--- src/rtl/univ_shift_reg_pkg.sv ---
// Shared types for the universal shift register.
// Maps an operation onto per-cell mux selects.
package univ_shift_reg_pkg;

   typedef enum logic [2:0] {
      HOLD, SHU, SHD, LOAD, ROU, ROD, ASR, RSV
   } op_e;

   typedef enum logic [1:0] {
      IDLE, SHIFT, DONE
   } state_e;

   // Which input a cell takes: itself, its lower
   // neighbour, its upper neighbour or load data.
   typedef enum logic [1:0] {
      SEL_HOLD, SEL_UP, SEL_DN, SEL_LOAD
   } sel_e;

   // Source of the bit entering at the open end.
   typedef enum logic [1:0] {
      FILL_I, FILL_MSB, FILL_LSB
   } fill_e;

   typedef struct packed {
      sel_e  sel;
      fill_e fill;
      logic  so_en;
   } step_t;

   function automatic step_t step_of(op_e op);
      step_t s;
      s.sel   = SEL_HOLD;
      s.fill  = FILL_I;
      s.so_en = 1'b0;
      case (op)
         SHU: begin
            s.sel   = SEL_UP;
            s.so_en = 1'b1;
         end
         SHD: begin
            s.sel   = SEL_DN;
            s.so_en = 1'b1;
         end
         LOAD: s.sel = SEL_LOAD;
         ROU: begin
            s.sel   = SEL_UP;
            s.fill  = FILL_MSB;
            s.so_en = 1'b1;
         end
         ROD: begin
            s.sel   = SEL_DN;
            s.fill  = FILL_LSB;
            s.so_en = 1'b1;
         end
         ASR: begin
            s.sel   = SEL_DN;
            s.fill  = FILL_MSB;
            s.so_en = 1'b1;
         end
         default: ;
      endcase
      return s;
   endfunction

endpackage

--- src/rtl/univ_shift_reg_cell.sv ---
// One register bit: neighbour-select mux plus flop.
// Instantiated once per bit by the top level.
module shift_cell
   import univ_shift_reg_pkg::*;
(
   input  logic c,
   input  logic nrst,
   input  sel_e sel,
   input  logic lo,
   input  logic hi,
   input  logic d,
   output logic q
);

   // Select the next bit value and register it
   always_ff @(posedge c) begin
      if (!nrst) begin
         q <= 1'b0;
      end else begin
         case (sel)
            SEL_UP:   q <= lo;
            SEL_DN:   q <= hi;
            SEL_LOAD: q <= d;
            default:  q <= q;
         endcase
      end
   end

endmodule

--- src/rtl/univ_shift_reg.sv ---
// Universal shift register with single-step ops
// and an FSM-driven multi-position burst shift.
module univ_shift_reg
   import univ_shift_reg_pkg::*;
#(
   parameter int W  = 8,
   parameter int CW = $clog2(W + 1)
) (
   input  logic          c,
   input  logic          nrst,
   input  logic [2:0]    op,
   input  logic [W-1:0]  d,
   input  logic          i,
   input  logic          start,
   input  logic          dir,
   input  logic [CW-1:0] amt,
   output logic [W-1:0]  q,
   output logic          so,
   output logic          busy,
   output logic          done
);

   localparam logic [CW-1:0] WMAX = CW'(W);
   localparam logic [CW-1:0] ONE  = CW'(1);

   state_e        state;
   logic [CW-1:0] cnt;
   logic          dir_r;
   logic [CW-1:0] amt_sat;
   step_t         st;
   logic          fill;
   logic          so_val;

   assign amt_sat = (amt > WMAX) ? WMAX : amt;

   // Pick this cycle's step: burst, start (no shift) or op
   always_comb begin
      st = step_of(HOLD);
      if (state == SHIFT) begin
         st = step_of(dir_r ? SHD : SHU);
      end else if (!start) begin
         st = step_of(op_e'(op));
      end
      fill = i;
      if (st.fill == FILL_MSB) fill = q[W-1];
      if (st.fill == FILL_LSB) fill = q[0];
      so_val = (st.sel == SEL_UP) ? q[W-1] : q[0];
   end

   for (genvar g = 0; g < W; g++) begin : g_bit
      logic lo;
      logic hi;
      if (g == 0) begin : g_lo
         assign lo = fill;
      end else begin : g_lo
         assign lo = q[g-1];
      end
      if (g == W - 1) begin : g_hi
         assign hi = fill;
      end else begin : g_hi
         assign hi = q[g+1];
      end
      shift_cell u_cell (
         .c    (c),
         .nrst (nrst),
         .sel  (st.sel),
         .lo   (lo),
         .hi   (hi),
         .d    (d[g]),
         .q    (q[g])
      );
   end

   // Serial out captures the bit leaving the register
   always_ff @(posedge c) begin
      if (!nrst) begin
         so <= 1'b0;
      end else if (st.so_en) begin
         so <= so_val;
      end
   end

   // Burst FSM with registered busy/done decodes
   always_ff @(posedge c) begin
      if (!nrst) begin
         state <= IDLE;
         cnt   <= '0;
         dir_r <= 1'b0;
         busy  <= 1'b0;
         done  <= 1'b0;
      end else begin
         unique case (state)
            SHIFT: begin
               cnt <= cnt - ONE;
               if (cnt == ONE) begin
                  state <= DONE;
                  busy  <= 1'b0;
                  done  <= 1'b1;
               end
            end
            default: begin
               if (start) begin
                  dir_r <= dir;
                  cnt   <= amt_sat;
                  if (amt_sat != '0) begin
                     state <= SHIFT;
                     busy  <= 1'b1;
                     done  <= 1'b0;
                  end else begin
                     state <= DONE;
                     busy  <= 1'b0;
                     done  <= 1'b1;
                  end
               end else begin
                  state <= IDLE;
                  busy  <= 1'b0;
                  done  <= 1'b0;
               end
            end
         endcase
      end
   end

endmodule

--- config.mk ---
export PLATFORM = sky130hd
export DESIGN_NAME = univ_shift_reg
export DESIGN_NICKNAME = d
export VERILOG_FILES = /design/src/rtl/univ_shift_reg_pkg.sv /design/src/rtl/univ_shift_reg_cell.sv /design/src/rtl/univ_shift_reg.sv
export SDC_FILE = /design/constraint.sdc
export NUM_CORES = 1
export LEC_CHECK = 0
export BUFFER_PORTS_ARGS = -buffer_cell sky130_fd_sc_hd__buf_2
export CAP_MARGIN = 20
export CORE_ASPECT_RATIO = 1.1
export CORE_MARGIN = 2
export CORE_UTILIZATION = 50
export DETAILED_ROUTE_END_ITERATION = 12
export GPL_TIMING_DRIVEN = 0
export PLACE_DENSITY = 0.81
export SLEW_MARGIN = 30
export SYNTH_ARGS = -nofsm -noshare
export SYNTH_HDL_FRONTEND = slang
export SYNTH_HIERARCHICAL = 1
export SYNTH_SLANG_ARGS = --single-unit
--- constraint.sdc ---
create_clock -name c -period 7 [get_ports c]
set_clock_uncertainty 0.2 [all_clocks]
set_input_delay 0.35 -clock c [delete_from_list [all_inputs] [get_ports c]]
set_output_delay 0.35 -clock c [all_outputs]
set_load 0.01 [all_outputs]
* After elaboration in Yosys (flattened, before gate mapping) *
Cells that the tools add are included.

word-level totals
  bits in read-only memories = 0
  bits in latches = 0
  memories kept = 0
  logic and storage cells = 84
  output and inout port bits = 11
  RAM bits = 0
  register bits = 18

operators by class
  divide/modulo/power cells = 0
  eq/ne operators = 20
  multiply operators = 0
  bitwise gates (word level) = 1
  muxes and demuxes = 35
  $lt $le $gt $ge = 1
  shift operators = 0
  reduce and logical (&&, ||, !) cells = 12
  $add $sub $neg = 1

operators by type and width
  kind                 count
  $pmux 1 s3           8
  $mux 1               13
  $mux 4               3
  $pmux 2 s3           2
  $eq 2x2->1 const B   5
  $mux 2               5
  $mux 5               2
  $reduce_or 5->1      2
  $eq 2x3->1 const B   3
  $eq 3x3->1 const B   3
  $eq 2x1->1 const B   4
  $pmux 2 s2           2
  $reduce_or 2->1      4
  $eq 3x2->1 const B   2
  $reduce_or 3->1      2
  $eq 4x1->1 const B   1
  $gt 4x4->1 const B   1
  $reduce_bool 4->1    1
  $sub 4x1->4 const B  1
  $eq 3x1->1 const B   1
  $reduce_bool 3->1    1
  $ne 2x1->1 const B   1
  $reduce_and 2->1     1
  $reduce_bool 2->1    1
  $not 1->1            1

* Logic depth before layout (Yosys ltp) *
  depth in word-level cells = 9
  depth in mapped cells = 7
  mapped depth without buffers = 6

* Modules after synthesis *
Netlist, hierarchy kept.

by module, submodules not included
  module          cells an instance  times used  area each (µm²)
  univ_shift_reg  79                 1           634.4
  shift_cell      3                  8           48.8

* Least setup slack after synthesis *
OpenSTA, ideal clock, no wires.

  kind = register to register
  from = register, netlist name done
  to = register g_bit[0].u_cell.q
  path slack = 4,179 ps
  library setup time = 115 ps
  buffers on the path = 1
  data arrival time = 2,506 ps
  stages on the path, launching flop included = 6
  period minus slack after synthesis = 2,821 ps
  cell sequence = dfxtp_1 nor2b_4 buf_6 o31ai_1 mux4_2 and2_1

RTL lines
  element                 RTL line                   RTL
  end signal: assignment  univ_shift_reg_cell.sv:21  SEL_UP: q <= lo;
  end signal: assignment  univ_shift_reg_cell.sv:22  SEL_DN: q <= hi;
  end signal: assignment  univ_shift_reg_cell.sv:24  default: q <= q;
  end: declaration        univ_shift_reg_cell.sv:12  output logic q

==> flow_metrics.py <==
metrics = {
    "outcome": {
        "status": "completed",
    },
    "synth": {
        "netlist_area_sq_um": 1020,
        "synth_nets": 125,
        "synth_seq_cells": 16,
        "synthCells": 103,
        "syn_avg_cell_area_sq_um": 9.95,
        "yosys_warnings": 6,
        "yosysUniqueCellTypes": 38,
        "synth-seq-area-share": 0.313,
    },
    "clocking": {
        "cts_resized": 0,
        "numClockSinks": 16,
        "clk_path_buf_depth": 2,
        "clk_pin_slew_worst_paths_ps": 100,
        "cts-root-buf": "clkbuf_4",
        "postCtsSetupRepairBufs": 0,
        "cts_buffers": 3,
        "htreeDepth": 1,
        "cts_tree": "built",
        "hold_buffers": 0,
        "insertion_delay_ps": 280,
    },
    "critical_path": {
        "cp_slowest_stage_delay_ps": 450,
        "critPathKind": "register to register",
        "critical_path.top_delay_family": "multiplexers",
        "end_kind": "register",
        "crit_required_ps": 6990,
        "cp_max_fo": 10,
        "path_buf_inv": 1,
        "path_cells": "nor2b_4 > buf_6 > nor3_2 > mux2_4 > mux2_2 > mux4_2 > and2_1",
        "startpoint_type": "register",
        "rrSetupSlack_ps": 4710,
        "slowest_stage": "mux4_2",
        "crit_arrival_ps": 2280,
    },
    "floorplan": {
        "start_util": 0.518,
        "die_w_microns": 47.2,
        "die-area_sq_um": 2430,
        "row_count": 17,
        "fp.coreArea_sq_um": 1980,
        "die-height_microns": 51.5,
        "ioPinCount": 31,
    },
    "global_routing": {
        "antenna_found_initial": 0,
        "gr-total-overflow": 0,
        "grt_pass1_vias": 880,
        "grt_max_degree": 17,
        "grt_util_all_layers": 0.212,
        "grt_pass1_wl_microns": 3660,
    },
    "routing": {
        "drt_iter0_drc": 12,
        "via_per_inst": 5.39,
        "firstDrtPassIters": 4,
        "drc_errors": 0,
        "wl_microns": 2120,
        "routedWlPerCell_microns": 12.8,
        "drtAntennaViolNets": 0,
        "vias": 889,
    },
    "pwr": {
        "leakage_nw": 0.571,
        "p_per_area_nw_per_um2": 188,
        "vdd_drop_max_v": 0.000125,
        "finalPower_mw": 0.237,
    },
    "cells_and_area": {
        "final_cells": 165,
        "regArea_sq_um": 320,
        "final_nets": 160,
        "nFillCells": 180,
        "multi_input_area_sq_um": 626,
        "antennaDiodeCount": 0,
        "drive_above_1_share": 0.423,
        "final_common_cell": "buf_2",
        "area_growth_pct": 23.0,
        "final_cell_mix": "buf_2, dfxtp_1, buf_4, mux4_2, and2_1",
    },
    "place": {
        "gp_congestion": 0.859,
        "dp_cells": 161,
        "portBuffers": 30,
        "place_hpwl_microns": 1670,
    },
    "timing": {
        "setup_violations": 0,
        "drv_slew": 0,
        "tightest_slew_ps": 623,
        "min_period_ps": 2290,
        "slew_headroom": 0.585,
        "grt_setup_unrepaired": "no",
        "fin_crit_sh": 0.327,
        "tns_ps": 0,
        "hold_violations": 0,
        "clock.fmax_ghz": 0.437,
    },
    "worst_hold_path": {
        "min_path_type": "primary input to register",
    },
    "job": {
        "maxCapViolations": 0,
    },
}
## state kept, by name (all words and copies together), names as in the netlist
name and count:
dir_r 1, so 1, g_bit.u_cell/q 8, state 1, cnt 4, done 1
## report_power, final
part	internal (mW)	switching [mW]
logic	0.0372	0.0319
registers	0.0988	0.00677
clock network	0.0316	0.0309
total	0.168	0.0696
## per-stage QoR
stage	area (sq um)	setup WS, ps	util	hold slack (ps)
finish	1260	4710	0.637	114
global route	1260	4620	0.637	122
CTS	1260	4690	0.637	109
detailed placement	1220	4630	0.619	281
global placement	1210	3850	0.612	272
floorplan	1020	4180	-	257
## final timing paths
kind                            start                 to  cells after the start
worst max-delay path             done  g_bit[7].u_cell/q                      7
worst min-delay path              dir              dir_r                      3
worst max register to register   done  g_bit[7].u_cell/q                      7
worst min register to register  dir_r              dir_r                      2
## Yosys cell counts (all sizes together)
| library cell | count | share of area |
|---|---|---|
| nor2 | 7 | 0.026 |
| a32oi | 1 | 0.0085 |
| nand4b | 1 | 0.0085 |
| nor4 | 2 | 0.012 |
| inv | 3 | 0.011 |
| dfxtp | 16 | 0.31 |
| nor3b | 2 | 0.015 |
| a21boi | 2 | 0.015 |
| or2b | 1 | 0.0073 |
| nor3 | 3 | 0.020 |
| o21bai | 1 | 0.0073 |
| mux4 | 8 | 0.18 |
| ha | 2 | 0.024 |
| nand2b | 2 | 0.012 |
| mux2i | 1 | 0.0098 |
| xor2 | 2 | 0.017 |
| nor2b | 2 | 0.020 |
| a21o | 2 | 0.015 |
| nand3 | 2 | 0.0098 |
| nand3b | 1 | 0.0073 |
| or3 | 1 | 0.0061 |
| o21ai | 4 | 0.020 |
| buf | 11 | 0.079 |
| nand2 | 6 | 0.022 |
| and3 | 1 | 0.0061 |
| o21a | 1 | 0.0073 |
| mux2 | 2 | 0.026 |
| o2111a | 1 | 0.011 |
| o211ai | 1 | 0.0073 |
| and2 | 8 | 0.049 |
| a31oi | 2 | 0.012 |
| o31ai | 1 | 0.0073 |
| a21oi | 3 | 0.015 |
## area by class of cell
cell class | count | share of cell area
sequential | 16 | 0.254
buffer | 11 | 0.0645
timing repair buffer | 30 | 0.119
clock buffer | 4 | 0.0288
inverter | 3 | 0.00894
tap | 28 | 0.0278
multi-input combinational | 73 | 0.497
## layer usage
layer	wire length, microns	global-route usage
met1	907	0.249
met2	1080	0.368
met3	112	0.0353
met4	12	0.0880
met5	0	0
## worst min-delay path: cells and delay by family
family	cells	cell delay, ps
buf+inv	1	90
compound gates	1	60
simple gates	1	50
## logic make-up (layout without fill, tap and decap cells)
| kind of cell | after synthesis | count (layout) | synth area share |
|---|---|---|---|
| fa+ha+maj | 2 | 2 | 0.0244 |
| buf+inv | 14 | 48 | 0.0904 |
| compound gates | 19 | 19 | 0.125 |
| flops | 16 | 16 | 0.313 |
| xor+xnor | 2 | 2 | 0.0171 |
| simple gates | 39 | 39 | 0.220 |
| mux | 11 | 11 | 0.211 |
Note: power is estimated with default switching activity, not from simulation.
